[config.mk]
export PLATFORM = sky130hd
export DESIGN_NAME = zxesp32_boot_ctrl_flat
export DESIGN_NICKNAME = d
export VERILOG_FILES = /design/src/rtl/zxesp32_boot_ctrl_if.sv /design/src/rtl/zxesp32_boot_ctrl.sv /design/src/flat_wrapper.sv
export SDC_FILE = /design/constraint.sdc
export NUM_CORES = 1
export LEC_CHECK = 0
export ABC_AREA = 1
export CORE_ASPECT_RATIO = 0.6
export CORE_MARGIN = 2
export CORE_UTILIZATION = 40
export CTS_BUF_LIST = sky130_fd_sc_hd__clkbuf_2 sky130_fd_sc_hd__clkbuf_4 sky130_fd_sc_hd__clkbuf_8
export CTS_CLUSTER_SIZE = 24
export DETAILED_ROUTE_END_ITERATION = 8
export PLACE_DENSITY = 0.58
export SYNTH_ARGS = -nofsm -noshare
export SYNTH_HDL_FRONTEND = slang
export SYNTH_SLANG_ARGS = --single-unit
[constraint.sdc]
create_clock -name clk_peripheral -period 2.1 [get_ports clk_peripheral]
set_input_delay 0.63 -clock clk_peripheral [delete_from_list [all_inputs] [get_ports clk_peripheral]]
set_output_delay 0.63 -clock clk_peripheral [all_outputs]
set_load 0.05 [all_outputs]
[src/rtl/zxesp32_boot_ctrl_if.sv]
`default_nettype none
// ============================================================================
//  Module      : zxesp32_boot_ctrl_if
//  Description : Host boot-command handshake between register block and
//                the ESP32 boot sequencer.
//  Revision    : 1.0 - initial release
// ============================================================================
interface zxesp32_boot_ctrl_if;
    logic cmd_valid;
    logic cmd_ready;
    logic cmd_mode;

    modport master (
        output cmd_valid,
        output cmd_mode,
        input  cmd_ready
    );

    modport slave (
        input  cmd_valid,
        input  cmd_mode,
        output cmd_ready
    );
endinterface
`default_nettype wire

[src/rtl/zxesp32_boot_ctrl.sv]
`default_nettype none
// ============================================================================
//  Module      : zxesp32_boot_ctrl
//  Description : ESP32 reset / GPIO0 boot-strap sequencer with alive wait and
//                UART gating. Optional macro ZXESP32_AUTOBOOT_EN starts a
//                run-mode boot automatically after reset.
//  Revision    : 1.0 - initial release
// ============================================================================
module zxesp32_boot_ctrl #(
    parameter int RST_CYCLES     = 28000,
    parameter int STRAP_CYCLES   = 28000,
    parameter int TIMEOUT_CYCLES = 28000000
) (
    input  wire logic          clk_peripheral,
    input  wire logic          reset,
    zxesp32_boot_ctrl_if.slave cmd,
    output logic               esp_en,
    output logic               gpio_out,
    output logic               gpio_enable,
    input  wire logic [2:0]    gpio_in,
    output logic               uart_hold,
    output logic               busy,
    output logic               ready,
    output logic               timeout,
    output logic [2:0]         state
);

    localparam int c_max_a      = (RST_CYCLES > STRAP_CYCLES) ? RST_CYCLES : STRAP_CYCLES;
    localparam int c_max_cycles = (c_max_a > TIMEOUT_CYCLES) ? c_max_a : TIMEOUT_CYCLES;
    localparam int c_cnt_w      = $clog2(c_max_cycles) + 1;

    localparam logic [c_cnt_w-1:0] c_rst_load     = c_cnt_w'(RST_CYCLES - 1);
    localparam logic [c_cnt_w-1:0] c_strap_load   = c_cnt_w'(STRAP_CYCLES - 1);
    localparam logic [c_cnt_w-1:0] c_timeout_load = c_cnt_w'(TIMEOUT_CYCLES - 1);
    localparam logic [c_cnt_w-1:0] c_cnt_one      = c_cnt_w'(1);

`ifdef ZXESP32_AUTOBOOT_EN
    localparam logic c_reset_cmd_ready = 1'b0;
`else
    localparam logic c_reset_cmd_ready = 1'b1;
`endif

    typedef enum logic [2:0] {
        S_IDLE  = 3'd0,
        S_RESET = 3'd1,
        S_STRAP = 3'd2,
        S_WAIT  = 3'd3,
        S_READY = 3'd4,
        S_FAIL  = 3'd5
    } state_t;

    state_t             r_state;
    logic [c_cnt_w-1:0] r_cnt;
    logic               r_mode;
    logic [2:0]         r_meta;
    logic [2:0]         r_sync;
    logic               r_prev1;

    logic w_start;
    logic w_start_mode;
    logic w_cnt_zero;
    logic w_alive_rise;
    logic w_alive_fall;
    logic w_unused_sync;

    // Two-flop synchroniser plus one history flop for edge detection on GPIO1.
    always_ff @(posedge clk_peripheral) begin
        if (reset) begin
            r_meta  <= 3'b000;
            r_sync  <= 3'b000;
            r_prev1 <= 1'b0;
        end else begin
            r_meta  <= gpio_in;
            r_sync  <= r_meta;
            r_prev1 <= r_sync[1];
        end
    end

    assign w_alive_rise  = r_sync[1] & ~r_prev1;
    assign w_alive_fall  = ~r_sync[1] & r_prev1;
    assign w_unused_sync = r_sync[0] ^ r_sync[2];
    assign w_cnt_zero    = (r_cnt == '0);

`ifdef ZXESP32_AUTOBOOT_EN
    logic r_autoboot;

    always_ff @(posedge clk_peripheral) begin
        if (reset) begin
            r_autoboot <= 1'b1;
        end else begin
            r_autoboot <= 1'b0;
        end
    end

    assign w_start      = r_autoboot | (cmd.cmd_valid & cmd.cmd_ready);
    assign w_start_mode = r_autoboot ? 1'b0 : cmd.cmd_mode;
`else
    assign w_start      = cmd.cmd_valid & cmd.cmd_ready;
    assign w_start_mode = cmd.cmd_mode;
`endif

    // cmd_ready is high exactly in IDLE/READY/FAIL, so it doubles as the
    // "command may be accepted here" qualifier.
    always_ff @(posedge clk_peripheral) begin
        if (reset) begin
            r_state       <= S_IDLE;
            r_cnt         <= '0;
            r_mode        <= 1'b0;
            esp_en        <= 1'b0;
            gpio_out      <= 1'b1;
            gpio_enable   <= 1'b0;
            uart_hold     <= 1'b1;
            cmd.cmd_ready <= c_reset_cmd_ready;
            busy          <= 1'b0;
            ready         <= 1'b0;
            timeout       <= 1'b0;
        end else if (w_start) begin
            r_state       <= S_RESET;
            r_cnt         <= c_rst_load;
            r_mode        <= w_start_mode;
            esp_en        <= 1'b0;
            gpio_out      <= ~w_start_mode;
            gpio_enable   <= 1'b1;
            uart_hold     <= 1'b1;
            cmd.cmd_ready <= 1'b0;
            busy          <= 1'b1;
            ready         <= 1'b0;
            timeout       <= 1'b0;
        end else begin
            case (r_state)
                S_IDLE: begin
                    cmd.cmd_ready <= 1'b1;
                end
                S_RESET: begin
                    if (w_cnt_zero) begin
                        r_state <= S_STRAP;
                        r_cnt   <= c_strap_load;
                        esp_en  <= 1'b1;
                    end else begin
                        r_cnt <= r_cnt - c_cnt_one;
                    end
                end
                S_STRAP: begin
                    if (w_cnt_zero) begin
                        gpio_enable <= 1'b0;
                        gpio_out    <= 1'b1;
                        uart_hold   <= 1'b0;
                        if (r_mode) begin
                            r_state       <= S_READY;
                            ready         <= 1'b1;
                            busy          <= 1'b0;
                            cmd.cmd_ready <= 1'b1;
                        end else begin
                            r_state <= S_WAIT;
                            r_cnt   <= c_timeout_load;
                        end
                    end else begin
                        r_cnt <= r_cnt - c_cnt_one;
                    end
                end
                S_WAIT: begin
                    // An alive edge on the final count still counts as success.
                    if (w_alive_rise) begin
                        r_state       <= S_READY;
                        ready         <= 1'b1;
                        busy          <= 1'b0;
                        cmd.cmd_ready <= 1'b1;
                    end else if (w_cnt_zero) begin
                        r_state       <= S_FAIL;
                        timeout       <= 1'b1;
                        busy          <= 1'b0;
                        cmd.cmd_ready <= 1'b1;
                    end else begin
                        r_cnt <= r_cnt - c_cnt_one;
                    end
                end
                S_READY: begin
                    if (!r_mode && w_alive_fall) begin
                        r_state       <= S_WAIT;
                        r_cnt         <= c_timeout_load;
                        ready         <= 1'b0;
                        busy          <= 1'b1;
                        cmd.cmd_ready <= 1'b0;
                    end
                end
                S_FAIL: begin
                    timeout <= 1'b1;
                end
                default: begin
                    r_state       <= S_IDLE;
                    r_cnt         <= '0;
                    r_mode        <= 1'b0;
                    esp_en        <= 1'b0;
                    gpio_out      <= 1'b1;
                    gpio_enable   <= 1'b0;
                    uart_hold     <= 1'b1;
                    cmd.cmd_ready <= 1'b1;
                    busy          <= 1'b0;
                    ready         <= 1'b0;
                    timeout       <= 1'b0;
                end
            endcase
        end
    end

    assign state = r_state;

endmodule
`default_nettype wire

[src/flat_wrapper.sv]
// flat-port wrapper written by rule: the top's interface ports become plain ports
module zxesp32_boot_ctrl_flat 
#(
    parameter int RST_CYCLES     = 28000,
    parameter int STRAP_CYCLES   = 28000,
    parameter int TIMEOUT_CYCLES = 28000000
)
  (clk_peripheral, reset, esp_en, gpio_out, gpio_enable, gpio_in, uart_hold, busy, ready, timeout, state, cmd_cmd_valid, cmd_cmd_mode, cmd_cmd_ready);
  zxesp32_boot_ctrl_if cmd_i ();
  input  wire logic clk_peripheral;
  input  wire logic reset;
  output logic esp_en;
  output logic gpio_out;
  output logic gpio_enable;
  input  wire logic [2:0] gpio_in;
  output logic uart_hold;
  output logic busy;
  output logic ready;
  output logic timeout;
  output logic [2:0] state;
  input wire logic [$bits(cmd_i.cmd_valid)-1:0] cmd_cmd_valid;
  input wire logic [$bits(cmd_i.cmd_mode)-1:0] cmd_cmd_mode;
  output wire logic [$bits(cmd_i.cmd_ready)-1:0] cmd_cmd_ready;
  assign cmd_i.cmd_valid = cmd_cmd_valid;
  assign cmd_i.cmd_mode = cmd_cmd_mode;
  assign cmd_cmd_ready = cmd_i.cmd_ready;
  zxesp32_boot_ctrl #(.RST_CYCLES(RST_CYCLES), .STRAP_CYCLES(STRAP_CYCLES), .TIMEOUT_CYCLES(TIMEOUT_CYCLES)) u_core (.clk_peripheral(clk_peripheral), .reset(reset), .cmd(cmd_i), .esp_en(esp_en), .gpio_out(gpio_out), .gpio_enable(gpio_enable), .gpio_in(gpio_in), .uart_hold(uart_hold), .busy(busy), .ready(ready), .timeout(timeout), .state(state));
endmodule
* Word-level counts from Yosys, hierarchy flattened *
Cells that the tools add are included.

storage, ports and cells
  register bits = 43
  input bits = 7
  output and inout bits = 11
  logic and storage cells = 121

operators by class
  add/subtract/negate cells = 1
  equality and inequality tests = 28
  muxes and demuxes = 42
  bitwise operators = 11
  reductions and logical operators = 23

operators with widths
  kind                                                                     count
  26-bit 2-to-1 mux                                                        6
  26-bit one-hot mux with 5 select lines                                   1
  5-bit AND reduction                                                      7
  26-bit zero test                                                         1
  26-bit by 1-bit subtractor with 26-bit output, second input constant     1
  2-bit by 1-bit inequality test with 1-bit output, second input constant  11
  1-bit 2-to-1 mux                                                         19
  3-bit 2-to-1 mux                                                         6
  15-bit 2-to-1 mux                                                        1
  3-bit by 1-bit inequality test with 1-bit output, second input constant  5
  3-bit one-hot mux with 5 select lines                                    1
  1-bit one-hot mux with 4 select lines                                    3
  5-bit OR reduction                                                       2
  1-bit NOT                                                                8
  1-bit one-hot mux with 2 select lines                                    4
  3-bit by 2-bit equality test with 1-bit output, second input constant    2
  3-bit equality test, second input constant                               2
  3-bit by 2-bit inequality test with 1-bit output, second input constant  2
  2-bit AND reduction                                                      3
  2-bit OR reduction                                                       3
  6-bit OR reduction                                                       1
  2-bit inequality test, second input constant                             2
  4-bit by 1-bit inequality test with 1-bit output, second input constant  1
  4-bit inequality test, second input constant                             1
  other kinds (10)                                                         12

* Longest topological paths before layout *
Gate-level depths: netlist of run 1.

  depth after elaboration = 6
  mapped depth = 13
  gate-level depth less buffers = 12

* Worst setup path after synthesis of run 1 *
OpenSTA, ideal clock, no wires.

  path kind = register to register
  from = reg u_core.r_state[0] (netlist: u_core.state[0])
  to = reg u_core.r_cnt[4]
  setup time = 0.132 ns
  arrival time = 1.901 ns
  data required time = 1.968 ns
  path slack = 0.067 ns
  stages on the path, launching flop included = 12
  buffers on the path = 2
  period minus slack after synthesis = 2.033 ns
  cell sequence = dfxtp_1 -> nor2_1 -> nand2_2 -> inv_2 -> nand2_2 -> nand2_1 -> nor2_4 -> o21ai_4 -> buf_6 -> buf_8 -> a21oi_1 -> a21oi_1

between the ends
  longest elaborated chain between the ends = 4
  elaborated cells on any way between the ends = 15
  classes of those cells = 10 x eq/ne; 2 x mux; 3 x reduce/logical

RTL lines
  item                                                                                                        RTL line                  RTL
  start, declared                                                                                             zxesp32_boot_ctrl.sv:52   state_t r_state;
  start signal, assigned                                                                                      zxesp32_boot_ctrl.sv:106  r_state <= S_IDLE;
  start signal, assigned                                                                                      zxesp32_boot_ctrl.sv:118  r_state <= S_RESET;
  start signal, assigned                                                                                      zxesp32_boot_ctrl.sv:136  r_state <= S_STRAP;
  3-bit equality test or 3-bit zero test (tied branches)                                                      zxesp32_boot_ctrl.sv:130  case (r_state)
  2-bit OR reduction (no line)                                                                                --
  26-bit one-hot mux with 5 select lines or 2-bit by 1-bit inequality test with 1-bit output (tied branches)  --
  15-bit 2-to-1 mux or 5-bit AND reduction (tied branches)                                                    --
  end signal, assigned                                                                                        zxesp32_boot_ctrl.sv:119  r_cnt <= c_rst_load;
  end signal, assigned                                                                                        zxesp32_boot_ctrl.sv:137  r_cnt <= c_strap_load;
  end signal, assigned                                                                                        zxesp32_boot_ctrl.sv:140  r_cnt <= r_cnt - c_cnt_one;
  end, declared                                                                                               zxesp32_boot_ctrl.sv:53   logic [c_cnt_w-1:0] r_cnt;

Several ways; a longest one is shown, not always the timed one.
A chain may end at the register's enable or synchronous reset.

* Final worst setup path of run 1 *
  from = reg u_core.gpio_enable
  to = out gpio_enable

RTL lines
  item                    RTL line                  RTL
  start, declared         zxesp32_boot_ctrl.sv:19   output logic gpio_enable,
  start signal, assigned  zxesp32_boot_ctrl.sv:111  gpio_enable <= 1'b0;
  start signal, assigned  zxesp32_boot_ctrl.sv:123  gpio_enable <= 1'b1;
  start signal, assigned  zxesp32_boot_ctrl.sv:145  gpio_enable <= 1'b0;
  end, declared           flat_wrapper.sv:14        output logic gpio_enable;

No word-level cell between the ends.

==> results.py, run 1 <==
metrics = {
    "clock_network": {
        "cts_buffer_depth": 2,
        "cts_sinks": 41,
        "cts_resized": 0,
        "clock-root-buffer": "clkbuf_8",
        "cts-htree-levels": 2,
        "cts_setup_buffers": 0,
        "clkTransAtPathRegs_ns": 0.07,
        "cts_hold_buf": 0,
        "cts_tree": "yes",
        "clkLatencyLatePin_ns": 0.30,
        "numCtsBuffers": 5,
    },
    "global_routing": {
        "track_usage_pct": 22.5,
        "grt_pass1_vias": 2325,
        "antenna_found_initial": 0,
        "grt_pass1_wl_um": 12200,
        "overflow": 0,
        "grt_max_degree": 19,
    },
    "timing": {
        "slew_viol_final": 0,
        "worst_pin_slew_ns": 0.506,
        "final.min_clock_period_ns": 2.05,
        "rsz0062_at_grt": "no",
        "post-route-period-util_pct": 97.7,
        "fmax_mhz": 488,
        "setup_ws_ns": 0.0493,
        "hold_viol": 0,
        "tns_ns": 0,
        "skew_ns": 0.00925,
        "setup_viol": 0,
        "max_slew_margin_pct": 66.1,
    },
    "floorplanning": {
        "rows": 22,
        "start_util_pct": 42.2,
        "die_w_um": 109,
        "die_area_mm2": 0.00727,
        "die_h_um": 66.9,
        "ioPinCount": 18,
        "core_mm2": 0.00625,
    },
    "drt": {
        "wl_um": 7410,
        "dr.pass1.iters": 5,
        "drtIter0Drc": 249,
        "wire_per_inst_um": 13.8,
        "drc": 0,
        "vias": 2725,
        "viasPerCell": 5.07,
        "final_antenna_net_count": 0,
    },
    "placement": {
        "portBuffers": 15,
        "pre_cts_ws_ns": 0.164,
        "dpl.hpwl_um": 5800,
        "place.gp.congestion": 0.920,
        "dp.cells": 531,
    },
    "power_and_ir_drop": {
        "p_per_area_mw_per_mm2": 1640,
        "ir_worst_vdd_mv": 0.771,
        "leakage_nw": 1.46,
    },
    "final_layout": {
        "layout.nets": 462,
        "final_util_pct": 49.1,
        "seqCellArea_um2": 821,
        "fillCellCount": 627,
        "syn2layout_area_growth_pct": 16.5,
        "n_antenna_cell": 0,
        "layout.cells.non_filler": 538,
        "layout_common_cells": "nand2_1, nor2_1, a21oi_1, dfxtp_1, inv_1",
        "drive_above_1_share_pct": 14.1,
        "layout_commonest_cell": "nand2_1",
        "multi_input_area_mm2": 0.00159,
    },
    "critical_path": {
        "critPathMaxFanout": 2,
        "path_class": "register to output port",
        "crit_chain": "clkdlybuf4s50_1",
        "cp-start-kind": "register",
        "reg2regPathDepth": 12,
        "critPathTopFamily": "buffers and inverters",
        "path_buf_inv": 1,
        "critPathMaxStageDelay_ns": 0.80,
        "r2r_setup_slack_ns": 0.16,
        "cp_slowest_cell": "clkdlybuf4s50_1",
        "worst_setup_path_end_kind": "output port",
        "required_ns": 1.47,
        "rr_startpoint": "u_core.r_cnt[0]",
        "crit_arrival_ns": 1.42,
        "r2r-end": "u_core.r_cnt[15]",
    },
    "yosys": {
        "seq_area_frac_synth_pct": 31.2,
        "synth-seq-cells": 41,
        "avgSynthCellArea_um2": 6.26,
        "netlist_top_cells_area": "dfxtp_1, nand2_1, a21oi_1",
        "yosys.area.top_type": "dfxtp_1",
        "yosysTopAreaCellShare_pct": 31.2,
        "netlist_area_mm2": 0.00263,
        "yosysWarnings": 0,
        "synth_cell_types": 31,
        "synth_fp_nets": 429,
        "synthesis.instances": 421,
    },
    "worst_hold_path": {
        "hold_depth": 2,
        "min_from": "u_core.r_meta[1]",
        "hold_end": "u_core.r_sync[1]",
        "hold_class": "register to register",
    },
    "status": {
        "status": "finished clean",
    },
    "job": {
        "cap_viol_max_count": 0,
    },
}
## state kept, by name, indices dropped and copies added, names as in the netlist
signal	cells
u_core.r_sync	1
u_core.gpio_out	1
u_core.r_mode	1
u_core.r_meta	1
u_core.ready	1
u_core.r_prev1	1
u_core.r_cnt	26
u_core.uart_hold	1
u_core.esp_en	1
u_core.cmd.cmd_ready	1
u_core.timeout	1
u_core.busy	1
u_core.gpio_enable	1
u_core.state	3
## cells by family after synthesis
group	synth area share, %
AND/OR/NAND/NOR	39.9
flip-flops	31.2
XOR/XNOR	4.99
AO/OA/AOI/OAI	14.6
adder cells (fa/ha/maj)	0.475
buffers and inverters	8.93
## worst max path at each step
stage / startpoint / to / slack (ns) / cells past startpoint
global placement: cmd_cmd_valid / u_core.r_cnt[5] / 0.19 / 7
finish: u_core.gpio_enable / gpio_enable / 0.05 / 1
global route: u_core.gpio_enable / gpio_enable / 0.0003 / 1
detailed placement: u_core.r_cnt[0] / u_core.r_cnt[21] / 0.16 / 11
CTS: u_core.gpio_enable / gpio_enable / 0.03 / 1
floorplan: u_core.state[0] / u_core.r_cnt[4] / 0.07 / 11
## cell usage after synthesis (all sizes together)
cell type,n
nand2,126
o211ai,3
nor3,6
nor2,67
ha,1
xor2,10
dfxtp,41
a21oi,47
inv,46
nand3,32
buf,5
clkbuf,3
xnor2,5
o21ai,21
nand4,4
o22ai,1
nand3b,3
## layout make-up
| type | instances | area share (%) |
|---|---|---|
| multi-input cells | 326 | 51.7 |
| flip-flops and latches | 41 | 26.7 |
| well taps | 84 | 3.42 |
| inverters | 46 | 5.71 |
| clock buffers | 7 | 2.94 |
| repair buffers | 34 | 9.54 |
## routing by layer
layer,track usage [%],vias to the layer above,wire [um]
met5,0,-,0
met2,27.9,98,2510
met1,36.2,1210,4100
met3,6.56,5,746
met4,4.81,0,48
li1,-,1412,-
## power breakdown
group          switching [mW]  internal (mW)
logic                    2.22           1.14
clock network           0.278          0.274
registers               0.171          0.942
total                    2.67           2.35
## stage by stage
| step | hold WS, ns | total power [mW] | instance area (um^2) |
|---|---|---|---|
| floorplan | 0.388 | 3.54 | 2630 |
| global placement | 0.393 | 4.40 | 2970 |
| detailed placement | 0.393 | 4.43 | 2970 |
| CTS | 0.405 | 4.99 | 3060 |
| global route | 0.420 | 5.47 | 3070 |
| finish | 0.403 | 5.02 | 3070 |
Power figures use the tool's default switching activity.
==> run 2: changes to the inputs <==
--- a/config.mk
+++ b/config.mk
@@ -13,6 +13,7 @@
 export CTS_CLUSTER_SIZE = 24
 export DETAILED_ROUTE_END_ITERATION = 8
 export PLACE_DENSITY = 0.58
+export REMOVE_ABC_BUFFERS = 1
 export SYNTH_ARGS = -nofsm -noshare
 export SYNTH_HDL_FRONTEND = slang
 export SYNTH_SLANG_ARGS = --single-unit
==> results.py, run 2 (synthesis results as in run 1) <==
metrics = {
    "status": {
        "status": "finished clean",
    },
    "final_layout": {
        "seqCellArea_um2": 821,
        "fin_area_mm2": 0.00313,
        "layout.cells.non_filler": 543,
        "multi_input_area_mm2": 0.00159,
        "layout_commonest_cell": "nand2_1",
        "largest_reg_flops": 26,
        "n_antenna_cell": 0,
        "top_register": "u_core.r_cnt",
        "syn2layout_area_growth_pct": 18.8,
        "layout.nets": 466,
        "fillCellCount": 645,
        "layout_common_cells": "nand2_1, nor2_1, a21oi_1, dfxtp_1, inv_1",
        "final_util_pct": 50.1,
        "drive_above_1_share_pct": 15.0,
    },
    "power_and_ir_drop": {
        "comb_power_share_pct": 68.4,
        "seq_power_share_pct": 21.0,
        "p_clk_share_pct": 10.6,
        "p_per_area_mw_per_mm2": 1670,
        "power_mw": 5.21,
        "p_int_mw": 2.43,
        "leakage_nw": 1.49,
        "sw_frac_of_total_pct": 53.4,
        "ir_worst_vdd_mv": 0.823,
        "power.switching_mw": 2.78,
    },
    "clock_network": {
        "clkTransAtPathRegs_ns": 0.09,
        "cts-htree-levels": 2,
        "cts_sinks": 41,
        "clkLatencyLatePin_ns": 0.31,
        "numCtsBuffers": 5,
        "clock-root-buffer": "clkbuf_8",
        "cts_buffer_depth": 2,
        "cts_hold_buf": 0,
        "cts_tree": "yes",
    },
    "placement": {
        "dpl.hpwl_um": 5940,
        "pre_cts_ws_ns": 0.152,
        "dp.cells": 533,
        "place_area_mm2": 0.00299,
        "place.gp.congestion": 0.881,
        "portBuffers": 15,
    },
    "critical_path": {
        "crit_arrival_ns": 2.18,
        "worst_setup_path_end_kind": "register",
        "critPathMaxFanout": 14,
        "path_class": "register to register",
        "required_ns": 2.35,
        "cp-start-kind": "register",
    },
    "global_routing": {
        "grt_max_degree": 29,
        "grt_pass1_wl_um": 12700,
        "grt_pass1_vias": 2410,
        "antenna_found_initial": 0,
        "overflow": 0,
        "track_usage_pct": 23.4,
    },
    "timing": {
        "setup_viol": 0,
        "post-route-period-util_pct": 92.0,
        "hold_viol": 0,
        "slew_viol_final": 0,
        "max_slew_margin_pct": 66.5,
        "worst_pin_slew_ns": 0.501,
        "setup_ws_ns": 0.169,
        "final.min_clock_period_ns": 1.93,
        "fmax_mhz": 518,
        "rsz0062_at_grt": "no",
        "skew_ns": 0.00976,
    },
    "drt": {
        "wire_per_inst_um": 14.3,
        "drtIter0Drc": 215,
        "vias": 2698,
        "viasPerCell": 4.97,
        "final_antenna_net_count": 0,
        "drc": 0,
        "dr.pass1.iters": 4,
        "wl_um": 7770,
    },
    "floorplanning": {
        "core_mm2": 0.00625,
        "die_w_um": 109,
        "ioPinCount": 18,
        "die_area_mm2": 0.00727,
        "rows": 22,
        "start_util_pct": 42.2,
        "die_h_um": 66.9,
    },
    "worst_hold_path": {
        "hold_class": "register to register",
    },
    "job": {
        "cap_viol_max_count": 0,
    },
}
==> run 2: cell types whose count changed in the layout (fill, tap and decap cells not counted), sizes merged <==
| cell | before | now |
|---|---|---|
| clkdlybuf4s50 | 5 | 4 |
| buf | 29 | 32 |
| dlymetal6s2s | 0 | 1 |
| clkinvlp | 0 | 2 |
==> run 2: final cells by class <==
type	count	share of cell area, %
multi-input combinational	326	50.9
sequential	41	26.2
timing repair buffer	38	11.0
inverter	46	5.60
tap	84	3.36
clock buffer	6	2.44
clock inverter	2	0.480
==> run 2: routing by layer <==
metal | global-route usage [%] | wire (um)
met5 | 0 | 0
met4 | 4.81 | 29
met3 | 4.50 | 715
met2 | 29.8 | 2750
met1 | 38.3 | 4270
==> run 2: final timing paths <==
path / endpoint / cells after the start / slack [ns] / start
max: u_core.r_cnt[10] / 10 / 0.17 / u_core.r_cnt[0]
min: u_core.r_sync[1] / 2 / 0.41 / u_core.r_meta[1]
max reg2reg: u_core.r_cnt[10] / 10 / 0.17 / u_core.r_cnt[0]
min reg2reg: u_core.r_sync[1] / 2 / 0.41 / u_core.r_meta[1]
==> run 2: stage by stage <==
stage               setup TNS [ns]  hold WS, ns
floorplan                   -0.648        0.388
detailed placement               0        0.400
global route                     0        0.440
finish                           0        0.411
global placement                 0        0.392
CTS                              0        0.413
==> run 2: power groups by stage <==
stage | logic, mW | clock network (mW) | registers [mW]
after global routing | 3.93 | 0.607 | 1.12
after floorplan | 2.03 | 0 | 1.33
after detailed placement | 3.32 | 0 | 1.11
after global placement | 3.31 | 0 | 1.11
after CTS | 3.34 | 0.569 | 1.10
final | 3.56 | 0.554 | 1.10
==> run 2: critical path, stage by stage (launching register included) <==
cell	delay [ns]
dfxtp_1	0.33
inv_1	0.12
ha_2	0.21
nand2_2	0.09
nor2_4	0.18
nand3_4	0.14
o21ai_4	0.25
buf_4	0.18
clkbuf_16	0.17
a21oi_1	0.07
a21oi_1	0.13
==> run 2: repair_timing <==
action / in CTS / in global routing
endpoints found under the setup margin: 0 / 9
setup buffers: 0 / 1
gates resized for setup: 0 / 5
